`config.mk`:
```
export PLATFORM = sky130hd
export DESIGN_NAME = id_ex_stage
export DESIGN_NICKNAME = d
export VERILOG_FILES = /design/src/rtl/id_ex_stage.sv
export SDC_FILE = /design/constraint.sdc
export NUM_CORES = 1
export LEC_CHECK = 0
export ABC_AREA = 1
export CORE_AREA = 2 2 102 153
export CTS_CLUSTER_SIZE = 28
export DETAILED_ROUTE_END_ITERATION = 10
export DIE_AREA = 0 0 104 155
export GPL_TIMING_DRIVEN = 1
export HOLD_SLACK_MARGIN = 0.12
export PLACE_DENSITY = 0.87
export SKIP_CTS_REPAIR_TIMING = 1
export SLEW_MARGIN = 20
export SYNTH_ARGS = -nofsm -noshare
export SYNTH_HDL_FRONTEND = slang
export SYNTH_SLANG_ARGS = --single-unit
```
`constraint.sdc`:
```
create_clock -name clk -period 3.5 [get_ports clk]
set_input_delay 0.7 -clock clk [delete_from_list [all_inputs] [get_ports clk]]
set_output_delay 0.7 -clock clk [all_outputs]
set_load 0.05 [all_outputs]
```
`src/rtl/id_ex_stage.sv`:
```
// ID/EX pipeline register of the five-stage MIPS core: ALU control decode,
// EX/MEM and MEM/WB operand forwarding, and load-use stall/bubble insertion.
module id_ex_stage (
  input  logic        clk,
  input  logic        rst,
  input  logic        id_valid,
  input  logic [4:0]  id_rs,
  input  logic [4:0]  id_rt,
  input  logic [4:0]  id_rd,
  input  logic [31:0] id_rdata1,
  input  logic [31:0] id_rdata2,
  input  logic [31:0] id_imm,
  input  logic [5:0]  id_funct,
  input  logic [1:0]  id_aluop,
  input  logic        id_alusrc,
  input  logic        id_regdst,
  input  logic        id_regwrite,
  input  logic        id_memread,
  input  logic        id_memwrite,
  input  logic        id_memtoreg,
  input  logic        flush,
  input  logic        exmem_regwrite,
  input  logic [4:0]  exmem_rd,
  input  logic [31:0] exmem_result,
  input  logic        memwb_regwrite,
  input  logic [4:0]  memwb_rd,
  input  logic [31:0] memwb_wdata,
  output logic        stall,
  output logic        ex_valid,
  output logic [2:0]  ALUctr,
  output logic [31:0] A,
  output logic [31:0] B,
  output logic [31:0] ex_storedata,
  output logic [4:0]  ex_wreg,
  output logic        ex_regwrite,
  output logic        ex_memread,
  output logic        ex_memwrite,
  output logic        ex_memtoreg
);

  localparam logic [2:0] CTR_AND  = 3'b000;
  localparam logic [2:0] CTR_OR   = 3'b001;
  localparam logic [2:0] CTR_ADD  = 3'b010;
  localparam logic [2:0] CTR_ZERO = 3'b011;
  localparam logic [2:0] CTR_SUB  = 3'b110;
  localparam logic [2:0] CTR_SLT  = 3'b111;

  typedef struct packed {
    logic        valid;
    logic [4:0]  rs;
    logic [4:0]  rt;
    logic [4:0]  wreg;
    logic [31:0] rdata1;
    logic [31:0] rdata2;
    logic [31:0] imm;
    logic [2:0]  aluctr;
    logic        alusrc;
    logic        regwrite;
    logic        memread;
    logic        memwrite;
    logic        memtoreg;
  } ex_reg_t;

  ex_reg_t    ex_q;
  ex_reg_t    id_d;
  ex_reg_t    bubble;
  logic [2:0] id_aluctr;
  logic       hazard;

  // NOTE: every always_comb output gets a default before any branch, so no
  // path leaves it unassigned and no latch is inferred.
  always_comb begin
    id_aluctr = CTR_ADD;
    unique case (id_aluop)
      2'b00: id_aluctr = CTR_ADD;
      2'b01: id_aluctr = CTR_SUB;
      2'b11: id_aluctr = CTR_OR;
      2'b10: begin
        case (id_funct)
          6'b100000: id_aluctr = CTR_ADD;
          6'b100010: id_aluctr = CTR_SUB;
          6'b100100: id_aluctr = CTR_AND;
          6'b100101: id_aluctr = CTR_OR;
          6'b101010: id_aluctr = CTR_SLT;
          default:   id_aluctr = CTR_ZERO;
        endcase
      end
      default: id_aluctr = CTR_ADD;
    endcase
  end

  always_comb begin
    id_d          = '0;
    id_d.valid    = id_valid;
    id_d.rs       = id_rs;
    id_d.rt       = id_rt;
    id_d.wreg     = id_regdst ? id_rd : id_rt;
    id_d.rdata1   = id_rdata1;
    id_d.rdata2   = id_rdata2;
    id_d.imm      = id_imm;
    id_d.aluctr   = id_aluctr;
    id_d.alusrc   = id_alusrc;
    id_d.regwrite = id_regwrite;
    id_d.memread  = id_memread;
    id_d.memwrite = id_memwrite;
    id_d.memtoreg = id_memtoreg;
  end

  // A bubble is all zero except ALUctr, which idles at add; it doubles as the reset value.
  always_comb begin
    bubble        = '0;
    bubble.aluctr = CTR_ADD;
  end

  // The rt match is deliberately conservative: it stalls even when rt is unused.
  assign hazard = ex_q.valid & ex_q.memread & id_valid & (ex_q.wreg != 5'd0) &
                  ((ex_q.wreg == id_rs) | (ex_q.wreg == id_rt));
  assign stall  = hazard & ~flush;

  // NOTE: sequential state uses non-blocking assignment so every register
  // samples pre-edge values regardless of statement order.
  always_ff @(posedge clk) begin
    if (rst || flush || hazard) ex_q <= bubble;
    else                        ex_q <= id_d;
  end

  function automatic logic [31:0] fwd(input logic [4:0] r, input logic [31:0] regval);
    if (exmem_regwrite && exmem_rd != 5'd0 && exmem_rd == r)      return exmem_result;
    else if (memwb_regwrite && memwb_rd != 5'd0 && memwb_rd == r) return memwb_wdata;
    else                                                          return regval;
  endfunction

  assign ex_valid     = ex_q.valid;
  assign ALUctr       = ex_q.aluctr;
  assign A            = fwd(ex_q.rs, ex_q.rdata1);
  assign ex_storedata = fwd(ex_q.rt, ex_q.rdata2);
  assign B            = ex_q.alusrc ? ex_q.imm : ex_storedata;
  assign ex_wreg      = ex_q.wreg;
  assign ex_regwrite  = ex_q.valid & ex_q.regwrite;
  assign ex_memread   = ex_q.valid & ex_q.memread;
  assign ex_memwrite  = ex_q.valid & ex_q.memwrite;
  assign ex_memtoreg  = ex_q.valid & ex_q.memtoreg;

endmodule

```
* Yosys cells after proc, flatten, opt, wreduce, memory -nomap -nowiden
Index checks and enable logic that the tools add are counted.
** Word-level totals
- Register bits after elaboration :: 120
- Latch bits :: 0
- RAM bits :: 0
- ROM bits :: 0
- Memories :: 0
** Cells by class
- Add/sub/neg operators :: 0
- Multiply operators :: 0
- Divide/modulo/power cells :: 0
- Order comparisons :: 0
- Eq/ne operators :: 14
- Shift-type cells :: 0
- Mux-type cells :: 8
- Bitwise logic cells :: 10
- Reductions and logical operators :: 12
** Operators by type and width (count)
- 32-bit two-way mux :: 5
- 5-bit == test :: 6
- 6-bit == test (second input constant) :: 5
- 3-bit one-hot mux with 5 select lines :: 1
- 5-bit nonzero test :: 3
- 3-bit one-hot mux with 4 select lines :: 1
- 1-bit AND :: 8
- 1-bit logical AND :: 6
- 5-bit two-way mux :: 1
- 2-bit == test (second input constant) :: 2
- 2-bit by 1-bit == test with 1-bit output (second input constant) :: 1
- 2-bit zero test :: 1
- 1-bit logical OR :: 2
- 1-bit inverter :: 1
- 1-bit bitwise OR :: 1

* Logic depth before layout (Yosys ltp)
- Depth in word-level cells :: 6
- Gate-level depth with buffers :: 11
- Gate-level depth less buffers :: 10

* Worst setup path after synthesis
No wires, ideal clock.
- Path type :: in2out
- Start :: input exmem_rd[3]
- End :: output A[23]
- Arrival time :: 2.515 ns
- Required time :: 2.800 ns
- Path slack :: 0.285 ns
- Cell stages on the path :: 5
- Path buffers :: 1
- Cells stage by stage :: xor2_1 > nor3_1 > nand3_2 > clkbuf_1 > o21ai_0
** On the way
- Word-level cells in the longest chain between the ends :: 4
- Elaborated cells between the ends (all ways) :: 5
- Those cells by class :: 1 x eq/ne; 1 x mux; 3 x reduce/logical
** RTL lines
- from (decl) :: line 23 : input logic [4:0] exmem_rd,
- 5-bit nonzero test :: line 128 : if (exmem_regwrite && exmem_rd != 5'd0 && exmem_rd == r) return exmem_result;
- 1-bit logical AND :: line 128
- 1-bit logical AND (*) :: line 128
- 32-bit two-way mux (*) :: line 128
- to (decl) :: line 31 : output logic [31:0] A,
Mark *: on every way between the ends. The rest lies on a longest branch, timed or not.

* Worst setup path in the final report
- Start :: input memwb_rd[3]
- End :: output A[0]
** On the way
- Word-level cells in the longest chain between the ends :: 5
- Elaborated cells between the ends (all ways) :: 6
- Those cells by class :: 1 x eq/ne; 2 x mux; 3 x reduce/logical
** RTL lines
- from (decl) :: line 26 : input logic [4:0] memwb_rd,
- 5-bit nonzero test :: line 129 : else if (memwb_regwrite && memwb_rd != 5'd0 && memwb_rd == r) return memwb_wdata;
- 1-bit logical AND :: line 129
- 1-bit logical AND (*) :: line 129
- 32-bit two-way mux (*) :: line 129
- 32-bit two-way mux (*) :: line 128
Marked as above.

==> metrics.md <==
| Metric | Value |
|---|---|
| Routed vias/inst | 4.98 |
| Max-cap violation count | 0 |
| Pleak | 5.51 nW |
| Die width | 104 microns |
| Min-delay src | ex_q[2]$_SDFF_PP0_ |
| H-tree depth | 4 |
| Power Density | 405 nW/um^2 |
| Ratio of cells with drive above 1 in the final layout | 12.5% |
| Final hold viol count | 0 |
| Tcrit/Tclk final | 96.6% |
| Slowest Stage Delay on Critical Path | ~0.46 ns |
| Run status | finished clean |
| Initial DRC count | 447 |
| Crit. Startpoint | memwb_rd[3] |
| Die area | 16,100 sq um |
| Fillers | 1,136 |
| First-pass GRT wire length | roughly 39,000 microns |
| CTS tree | done |
| YS warnings | 0 |
| GRT Total Usage | 30.7% |
| Commonest non-fill, non-tap cell in the layout | inv_1 |
| CP endpoint kind | output pin |
| Pre-CTS WS | 0.110 ns |
| Pre-antenna DRT Iters | 6 |
| Worst min path class | flop to flop |
| Synthesized area | 6540 sq um |
| Via count of the first global-routing pass | 7,522 |
| Flops & latches, synth | 120 |
| Root buf cell | clkbuf_16 |
| Clk sink count | 120 |
| Gr ovfl total | 0 |
| Setup TNS | 0 ns |
| Initial antenna violation count | 2 |
| Nets@finish | 1,514 |
| Setup Viol. Count Final | 0 |
| # rows | 55 |
| Clock skew | roughly 0.014 ns |
| Slew @ Worst Pin | 0.642 ns |
| Crit Path Class | input pin to output pin |
| Syn Nets | roughly 1,200 |
| Total number of vias | 7,579 |
| Avg Cell Area, Syn | 6.44 sq um |
| Drc violations | 0 |
| Final wirelength | 25,000 microns |
| Num CTS Buffers | 17 |
| Slew headroom | about 57% |
| Mapped Cells | 1,016 |
| Post-DP HPWL | 18,900 microns |
| Area Growth Syn to Fin | 69.2% |
| Largest net degree at the start of global routing | 65 |
| Worst-Skew Late Latency | 0.41 ns |
| Clock Path Buffers | 2 |
| Critical Path RT | 2.80 ns |
| Boundary pin count | 315 |
| Worst vdd ir | approximately 0.00035 V |
| Worst path cell trace | clkdlybuf4s50_1, xor2_1, nor2_4, buf_4, nand3_1, nand3_1, o21ai_0, buf_12 |
| Fin. max-slew vios | 0 |
| Utilization after layout | 74.4% |
| Tmin final | between 3 and 4 ns |
| Maximum clock frequency | 0.296 GHz |
| Unrepaired setup endpoints after global routing | false |
| Netlist cell types | 26 |
| Worst path most repeated cell | nand3_1 |
| Slowest-stage cell, CP | clkdlybuf4s50_1 |
| Clock transition at path regs | 0.05 ns |
| R2R Path Start | ex_wreg[1]$_SDFF_PP0_ |
| PortBufs | 314 |
| Antenna viol nets, final | 0 |
| Initial core utilization | 44.0% |
| Final RePlAce weighted congestion | 0.885 |
| Arr. time, crit path | 2.68 ns |
| Core ar. | approximately 15,000 sq um |
| Die height | 155 microns |
| Sequential area share after synthesis | between 30% and 40% |
| Critical Path Fanout Max | 18 |
| Most frequent cells in the layout | inv_1 (227), clkdlybuf4s50_1 (217), nand3_1 (166) |
| Post-route setup slack | 0.118 ns |
| CP Launch Type | input pin |
| Avg WL per Cell | 16.4 microns |
state kept, by name, indices dropped and copies added (netlist names):
register	count
ex_q	111
ex_wreg	5
ALUctr	3
ex_valid	1
where the power goes:
group | switching, W | internal, W
clock | 0.000634 | 0.00123
combinational | 0.000637 | 0.000537
sequential | 0.0000208 | 0.00142
critical path, delay by kind of cell:
family | cells | cell delay [ns]
AO/OA/AOI/OAI | 1 | 0.16
XOR/XNOR | 1 | 0.19
buffers and inverters | 3 | 1.01
AND/OR/NAND/NOR | 3 | 0.59
metrics by stage:
stage	power (W)	area (sq um)	hold WS (ns)	cells
after floorplan	0.00203	6540	0.589	1016
after CTS	0.00450	11100	0.793	1521
after global routing	0.00465	11100	0.808	1523
after global placement	0.00263	10400	0.768	1489
final	0.00448	11100	0.784	1523
after detailed placement	0.00264	10400	0.782	1489
Yosys cell counts:
| cell type | number | area share [%] |
|---|---|---|
| inv_1 | 227 | 13 |
| nand3_1 | 167 | 13 |
| nand2_1 | 151 | 8.7 |
| nor2_1 | 137 | 7.9 |
| dfxtp_1 | 120 | 37 |
| nand4_1 | 34 | 3.3 |
| and2_1 | 32 | 3.1 |
| buf_2 | 25 | 1.9 |
| o21ai_1 | 22 | 1.7 |
| xor2_1 | 15 | 2.0 |
| buf_6 | 13 | 2.2 |
| clkbuf_1 | 12 | 0.69 |
| o21ai_0 | 12 | 0.92 |
| buf_4 | 11 | 1.3 |
| xnor2_1 | 10 | 1.3 |
| a21oi_1 | 9 | 0.69 |
| buf_1 | 4 | 0.23 |
| nor2_2 | 3 | 0.29 |
| nor3_1 | 3 | 0.23 |
| nand2_2 | 2 | 0.19 |
| nand3_2 | 2 | 0.31 |
| inv_2 | 1 | 0.057 |
| nor3_2 | 1 | 0.15 |
| nor3_4 | 1 | 0.25 |
| nor4_1 | 1 | 0.096 |
| o22ai_1 | 1 | 0.096 |
layout make-up:
cell class,count,area [sq um],share of cell area (%)
flip-flops and latches,120,2400,21.7
inverters,228,856,7.73
diodes,2,5.00,0.0452
clock inverters,11,169,1.53
well taps,199,249,2.25
multi-input cells,603,2910,26.3
repair buffers,339,4010,36.3
clock buffers,21,460,4.16
cell families after synthesis:
logic type	synth area share, %
buffers and inverters	19.4
AND/OR/NAND/NOR	37.1
AO/OA/AOI/OAI	3.39
XOR/XNOR	3.35
flip-flops	36.7
final timing paths:
| path | to | cells after the start | slack [ns] |
|---|---|---|---|
| worst min-delay path | ALUctr[1]$_SDFF_PP1_ | 4 | 0.78 |
| worst max register to register | ex_q[54]$_SDFF_PP0_ | 9 | 1.61 |
| worst min register to register | ALUctr[1]$_SDFF_PP1_ | 4 | 0.78 |
| worst max-delay path | A[0] | 8 | 0.12 |
metal layers:
metal | wire (microns) | GRT usage [%] | up-vias
met3 | 1790 | 6.45 | 94
met1 | 8850 | 32.4 | 3414
li1 | - | - | 3668
met4 | 1320 | 16.8 | 0
met2 | 13000 | 56.5 | 403
met5 | 0 | 0 | -
No activity file was read; power rests on OpenSTA's default activity.
